`src/rtl/uart_rx_top.sv`:
```
// uart_rx_top: receive half of a 16550-style UART.
// Samples the asynchronous rx line with the shared 16x baud_pulse strobe and
// assembles 5..8 data bits, an optional parity bit and the first stop bit.
// Each completed character is presented for one clock on push, together
// with its parity, framing and break flags.
module uart_rx_top (
  input  logic       clk,
  input  logic       rst,
  input  logic       baud_pulse,
  input  logic       rx,
  input  logic       pen,
  input  logic       sticky_parity,
  input  logic       eps,
  input  logic [1:0] wls,
  output logic       push,
  output logic [7:0] dout,
  output logic       pe,
  output logic       fe,
  output logic       bi
);

  typedef enum logic [2:0] {
    S_IDLE,
    S_START,
    S_DATA,
    S_PARITY,
    S_STOP
  } state_e;

  state_e      state_q, state_d;
  logic        rx_meta_q, rx_meta_d;
  logic        rx_s_q, rx_s_d;
  logic        rx_prev_q, rx_prev_d;
  logic [3:0]  count_q, count_d;
  logic [2:0]  bitcnt_q, bitcnt_d;
  logic [7:0]  data_q, data_d;
  logic        par_bit_q, par_bit_d;
  logic        pe_flag_q, pe_flag_d;
  logic        push_q, push_d;
  logic [7:0]  dout_q, dout_d;
  logic        pe_q, pe_d;
  logic        fe_q, fe_d;
  logic        bi_q, bi_d;

  logic        mid_bit;
  logic        last_bit;
  logic [7:0]  word_mask;
  logic [7:0]  data_masked;
  logic        par_exp;

  // Sample instant: sixteen baud pulses after the previous mid-bit point.
  assign mid_bit  = baud_pulse && (count_q == 4'd15);
  // Final data bit index is word length minus one, i.e. wls + 4.
  assign last_bit = (bitcnt_q == ({1'b0, wls} + 3'd4));

  // Mask selecting the active data bits for the configured word length.
  always_comb begin
    // NOTE: every signal assigned in always_comb gets a default on every path,
    // otherwise synthesis infers a latch to hold the previous value.
    word_mask = 8'hFF;
    case (wls)
      2'b00:   word_mask = 8'h1F;
      2'b01:   word_mask = 8'h3F;
      2'b10:   word_mask = 8'h7F;
      default: word_mask = 8'hFF;
    endcase
  end

  assign data_masked = data_q & word_mask;

  // Expected parity bit from stick/even select over the active data bits.
  always_comb begin
    par_exp = 1'b0;
    case ({sticky_parity, eps})
      2'b00:   par_exp = ~^data_masked;
      2'b01:   par_exp = ^data_masked;
      2'b10:   par_exp = 1'b1;
      default: par_exp = 1'b0;
    endcase
  end

  // State and datapath registers with synchronous reset.
  always_ff @(posedge clk) begin
    // NOTE: sequential state uses non-blocking assignments so every flop
    // samples the pre-edge values, independent of statement order.
    if (rst) begin
      state_q   <= S_IDLE;
      rx_meta_q <= 1'b1;
      rx_s_q    <= 1'b1;
      rx_prev_q <= 1'b1;
      count_q   <= 4'd0;
      bitcnt_q  <= 3'd0;
      data_q    <= 8'h00;
      par_bit_q <= 1'b0;
      pe_flag_q <= 1'b0;
      push_q    <= 1'b0;
      dout_q    <= 8'h00;
      pe_q      <= 1'b0;
      fe_q      <= 1'b0;
      bi_q      <= 1'b0;
    end else begin
      state_q   <= state_d;
      rx_meta_q <= rx_meta_d;
      rx_s_q    <= rx_s_d;
      rx_prev_q <= rx_prev_d;
      count_q   <= count_d;
      bitcnt_q  <= bitcnt_d;
      data_q    <= data_d;
      par_bit_q <= par_bit_d;
      pe_flag_q <= pe_flag_d;
      push_q    <= push_d;
      dout_q    <= dout_d;
      pe_q      <= pe_d;
      fe_q      <= fe_d;
      bi_q      <= bi_d;
    end
  end

  // Next-state logic; transitions only happen on baud_pulse edges.
  always_comb begin
    state_d = state_q;
    case (state_q)
      S_IDLE: begin
        if (baud_pulse && rx_prev_q && !rx_s_q) state_d = S_START;
      end
      S_START: begin
        if (baud_pulse && (count_q == 4'd7)) state_d = rx_s_q ? S_IDLE : S_DATA;
      end
      S_DATA: begin
        if (mid_bit && last_bit) state_d = pen ? S_PARITY : S_STOP;
      end
      S_PARITY: begin
        if (mid_bit) state_d = S_STOP;
      end
      S_STOP: begin
        if (mid_bit) state_d = S_IDLE;
      end
      default: state_d = S_IDLE;
    endcase
  end

  // Datapath and output next values for each state.
  always_comb begin
    rx_meta_d = rx;
    rx_s_d    = rx_meta_q;
    rx_prev_d = rx_prev_q;
    count_d   = count_q;
    bitcnt_d  = bitcnt_q;
    data_d    = data_q;
    par_bit_d = par_bit_q;
    pe_flag_d = pe_flag_q;
    push_d    = 1'b0;
    dout_d    = dout_q;
    pe_d      = pe_q;
    fe_d      = fe_q;
    bi_d      = bi_q;

    // Edge history follows the line in every state, so a line still low
    // after a frame (break) cannot look like a fresh start edge.
    if (baud_pulse) rx_prev_d = rx_s_q;

    case (state_q)
      S_IDLE: begin
        if (baud_pulse) count_d = 4'd0;
      end
      S_START: begin
        if (baud_pulse) begin
          if (count_q == 4'd7) begin
            count_d   = 4'd0;
            bitcnt_d  = 3'd0;
            data_d    = 8'h00;
            par_bit_d = 1'b0;
            pe_flag_d = 1'b0;
          end else begin
            count_d = count_q + 4'd1;
          end
        end
      end
      S_DATA: begin
        if (baud_pulse) count_d = count_q + 4'd1;
        if (mid_bit) begin
          data_d[bitcnt_q] = rx_s_q;
          bitcnt_d         = bitcnt_q + 3'd1;
        end
      end
      S_PARITY: begin
        if (baud_pulse) count_d = count_q + 4'd1;
        if (mid_bit) begin
          par_bit_d = rx_s_q;
          pe_flag_d = rx_s_q ^ par_exp;
        end
      end
      S_STOP: begin
        if (baud_pulse) count_d = count_q + 4'd1;
        if (mid_bit) begin
          push_d = 1'b1;
          dout_d = data_masked;
          pe_d   = pen & pe_flag_q;
          fe_d   = ~rx_s_q;
          bi_d   = (data_masked == 8'h00) && !(pen && par_bit_q) && !rx_s_q;
        end
      end
      default: begin
        count_d = 4'd0;
      end
    endcase
  end

  assign push = push_q;
  assign dout = dout_q;
  assign pe   = pe_q;
  assign fe   = fe_q;
  assign bi   = bi_q;

endmodule

```
`config.mk`:
```
export PLATFORM = sky130hd
export DESIGN_NAME = uart_rx_top
export DESIGN_NICKNAME = d
export VERILOG_FILES = /design/src/rtl/uart_rx_top.sv
export SDC_FILE = /design/constraint.sdc
export NUM_CORES = 1
export LEC_CHECK = 0
export CORE_MARGIN = 3
export CORE_UTILIZATION = 55
export CTS_CLUSTER_SIZE = 16
export DETAILED_ROUTE_END_ITERATION = 8
export GPL_ROUTABILITY_DRIVEN = 0
export HOLD_SLACK_MARGIN = 0.12
export PLACE_DENSITY = 0.79
export SETUP_SLACK_MARGIN = 0.2
export SLEW_MARGIN = 20
export SYNTH_ARGS = -nofsm -noshare
export SYNTH_HDL_FRONTEND = slang
export SYNTH_SLANG_ARGS = --single-unit
```
`constraint.sdc`:
```
create_clock -name clk -period 2.25 [get_ports clk]
set_clock_uncertainty 0.2 [all_clocks]
set_input_delay 0.225 -clock clk [delete_from_list [all_inputs] [get_ports clk]]
set_output_delay 0.225 -clock clk [all_outputs]
set_load 0.1 [all_outputs]
```
* Word level (Yosys, flattened, before mapping) *
Cells that the tools add are included.

storage, ports and cells
  bits in registers = 35
  bits in latches = 0
  memory bits (writable) = 0
  bits in read-only memories = 0
  input port bits = 9
  output and inout bits = 12
  logic and storage cells = 104
  memories kept = 0

cells by class
  add/sub/neg operators = 3
  multiply operators = 0
  divide/modulo/power cells = 0
  magnitude comparators = 2
  eq/ne operators = 21
  shift-type cells = 0
  muxes and demuxes = 33
  bitwise operators = 5
  reductions and logical operators = 26

operator list
  operator             number
  $mux 3               9
  $mux 8               3
  $pmux 8 s3           1
  $ne 2x2->1 const B   9
  $mux 4               4
  $pmux 8 s2           1
  $pmux 3 s5           1
  $pmux 4 s3           1
  $logic_and 1x1->1    9
  $and 8x8->8          1
  $bwmux 8             1
  $logic_not 8->1      1
  $reduce_and 4->1     2
  $reduce_xnor 8->1    1
  $reduce_xor 8->1     1
  $eq 3x2->1 const B   2
  $mux 1               6
  $pmux 3 s2           1
  $reduce_and 5->1     1
  $add 4x1->4 const B  1
  $eq 2x1->1 const B   2
  $eq 2x2->1 const B   2
  $eq 4x3->1 const B   1
  $eq 4x4->1 const B   1
  23 further kinds     28

* Depth between registers and ports, before layout *
  depth in word-level cells = 8
  mapped depth = 6
  gate-level depth less buffers = 6

* Worst setup path before layout *
Ideal clock, no wire load.

  path kind = register -> register
  from = register count_q[0]
  to = register data_q[1]
  library setup time = 0.122 ns
  arrival time = 1.642 ns
  data required time = 1.928 ns
  slack = 0.286 ns
  cell stages (with the launch flop) = 6
  path buffers = 0
  period minus slack after synthesis = 1.964 ns
  cells stage by stage = dfxtp_1 > ha_1 > nand4_1 > or3_1 > a21o_1 > o32a_1

on the way
  word-level cells in the longest chain between the ends = 4
  elaborated cells on any way between the ends = 6
  those cells by class = 4 x eq/ne; 2 x reduce/logical

ends and longest elaborated chain
  item                            RTL line  source
  start: declaration              34        logic [3:0] count_q, count_d;
  start signal: assignment        106       count_q <= count_d;
  $eq 4x4->1                      52        assign mid_bit = baud_pulse && (count_q == 4'd15);
  $logic_and 1x1->1               52
  $ne 2x2->1 (no line)            n/a
  $reduce_and 4->1 (no line) (*)  n/a
  end signal: assignment          108       data_q <= data_d;
  end: declaration                36        logic [7:0] data_q, data_d;

Every way passes the cells marked *; elsewhere a longest branch is shown, timed or not.
A chain may end at the register's enable or synchronous reset.

* Worst setup path in the final report *
  from = register state_q[0]
  to = register data_q[1]

on the way
  word-level cells in the longest chain between the ends = 3
  elaborated cells on any way between the ends = 8
  those cells by class = 5 x eq/ne; 1 x mux; 2 x reduce/logical

ends and longest elaborated chain
  item                                                       RTL line  source
  start: declaration                                         30        state_e state_q, state_d;
  start signal: assignment                                   102       state_q <= state_d;
  $eq 3x1->1 or $eq 3x2->1 (tied branches)                   162       case (state_q)
  $ne 2x2->1 (no line) or $reduce_bool 2->1 (tied branches)  n/a
  $reduce_and 4->1 (no line)                                 n/a

Several ways; a longest one is shown, not always the timed one.

==> out/metrics.cfg <==
[synth]
syn_area_per_cell_um2 = 8.52
syn_nets = 228
syn_inst = 213
synth-seq-cells = 35
yosysTopAreaCellShare = 0.386
yosysSeqAreaShare = 0.386
synthFlopType = dfxtp_1
synth_edf_count = 0
netlist.top_cell.by_area = dfxtp_1
synth_area_um2 = 1820
ys_warn_count = 0
synth_commonest_cells = dfxtp_1 (35), nand2_1 (27), a21oi_1 (12), nor2_1 (12), inv_1 (9)
ys_types = 52
synthTopCellsByArea = dfxtp_1 (39%), nand2_1 (5.6%), ha_1 (4.1%)
async_flop_share = 0
synth_most_common_cell = dfxtp_1

[run]
drv_cap = 0

[setup_path]
crit_buf_inv = 0
crit_family = simple AND/OR/NAND/NOR gates
cpPeakStageDelay_ps = 420
critPathLaunchType = flip-flop
cp_slowest_cell = or3b_4
crit_type = flip-flop to flip-flop
end_kind = flip-flop
critPathMaxFanout = 7
crit_chain = or3b_4, or3_4, a21o_1, o32a_1
required_ps = 2290
arrival_ps = 2020

[pwr]
fin_total_pwr_w = 0.00114
p_leak_nw = 0.792
peakVddDrop_mv = 0.382
p_switching_w = 0.000307
p_comb_frac = 0.150
p_clk_frac = 0.281
p_int_w = 0.000835
power_density_nw_per_um2 = 517
pwr-share-seq = 0.569
swShare = 0.269

[routing]
vias_per_cell = 5.85
routed_wl_mm = 4.05
wl_per_cell_um = 14.1
drc = 0
drtAntennaViolNets = 0
routed-via-count = 1684
first_pass_iters = 4
drtIter0Drc = 169

[timing]
fin_crit_sh = 0.881
slew_violations = 0
relSlewSlack = 0.597
setup_violations = 0
fmax_mhz = 505
rsz0062_at_grt = false
hold_violations = 0
fin_setup_tns_ps = 0
worst_slew_pin_slew_ps = 601
min_period_ps = 1980

[floorplanning]
dieHeight_um = 63.5
initial_core_util = 0.585
io_pins = 21
design.die.area_um2 = 4030
core_um2 = 3100
rows = 20
fp.dieW_um = 63.5

[cts]
clk_latency_ps = 340
htreeDepth = 2
cts_made_buffers = 5
clockBufferDepth = 2
cts.sinks = 35
cts_tree = yes
cts_setup_buffers = 0
clk_pin_slew_ps = 100
hold_buffers = 0
root_buffer = clkbuf_4

[layout]
antennaDiodeCount = 0
filler_cell_count = 248
nets = 258
drive_gt1_frac = 0.197
utilization = 0.711
syn2layout_area_growth_pct = 21.6

[global_routing]
grt_pass1_wl_mm = 6.87
grt_pass1_vias = 1573
antenna_found_initial = 0
overflow = 0
grt_use_total = 0.211
grt_max_degree = 18

[placed_design]
io_buffer_count = 20
hpwlAfterDp_mm = 3.06

[hold_path]
hp-class = flip-flop to flip-flop

[status]
outcome = finished clean

final timing paths:
check                          startpoint                     end  slack [ps]  cells after the start
setup / recovery  state_q[0]$_SDFFE_PP0P_  data_q[1]$_SDFFE_PP0P_         270                      4
hold / removal       rx_meta_q$_SDFF_PP1_       rx_s_q$_SDFF_PP1_         210                      1
setup reg to reg  state_q[0]$_SDFFE_PP0P_  data_q[1]$_SDFFE_PP0P_         270                      4
hold reg to reg      rx_meta_q$_SDFF_PP1_       rx_s_q$_SDFF_PP1_         210                      1
area by class of cell:
cell class,count,area (um^2),area share
inverter,9,33.8,0.0153
clock buffer,7,45.0,0.0204
timing repair buffer,36,303,0.137
clock inverter,1,5.00,0.00227
multi-input combinational,156,1060,0.481
sequential,35,704,0.319
tap,44,55.1,0.0249
repair_timing:
item,in CTS,in global routing
gates resized for setup,4,7
pin swaps,2,1
endpoints found under the setup margin,5,10
state kept, by name, indices dropped and copies added, names as in the netlist, 3 cells and up:
register	flops
data_q	8
dout	8
count_q	4
bitcnt_q	3
state_q	3
cell families after synthesis:
group,Yosys count,synth area share
AND/OR/NAND/NOR,89,0.265
AO/OA/AOI/OAI,47,0.188
flip-flops,35,0.386
buffers and inverters,22,0.0482
XOR/XNOR,9,0.0434
adder cells (fa/ha/maj),6,0.0413
multiplexers,5,0.0276
per-stage QoR:
stage          hold WS [ps]  setup WS, ps  instances  instance area, um^2
6_report                215           268        288                 2210
3_5_place_dp            193          -166        280                 2120
2_1_floorplan           129           286        213                 1820
5_1_grt                 235           198        288                 2210
4_1_cts                 215           210        288                 2180
3_3_place_gp            192          14.1        280                 2120
layer usage:
| metal | GRT usage | up-vias | part of all wire |
|---|---|---|---|
| li1 | - | 824 | - |
| met1 | 0.261 | 783 | 0.44 |
| met2 | 0.351 | 70 | 0.48 |
| met3 | 0.0660 | 7 | 0.065 |
| met4 | 0.0647 | 0 | 0.013 |
| met5 | 0 | - | 0 |
power groups by stage:
stage	logic, W	registers (W)	clock network (W)
floorplan	0.000117	0.000649	0
global placement	0.000159	0.000659	0
detailed placement	0.000165	0.000659	0
CTS	0.000167	0.000646	0.000328
global route	0.000188	0.000651	0.000362
finish	0.000172	0.000650	0.000320
placed cells by master (no fill, tap or decap), types with 3 or more instances in the layout:
cell type	Yosys	routed
ha_1	6	5
nand3_1	8	8
clkbuf_4	0	5
a21oi_1	12	12
clkdlybuf4s50_1	0	8
inv_1	9	9
dfxtp_2	0	3
buf_4	0	27
a32oi_1	3	3
nor3_1	6	6
nor2_1	12	12
a211oi_1	5	5
dfxtp_1	35	32
nand2_1	27	27
xnor2_1	7	7
and2_1	3	3
o21ai_0	4	3
or4_1	3	3
nor2b_1	3	3
nand2b_1	6	5
mux2i_1	5	5
and3_1	5	5
a2bb2oi_1	3	3
Power figures use the tool's default switching activity.
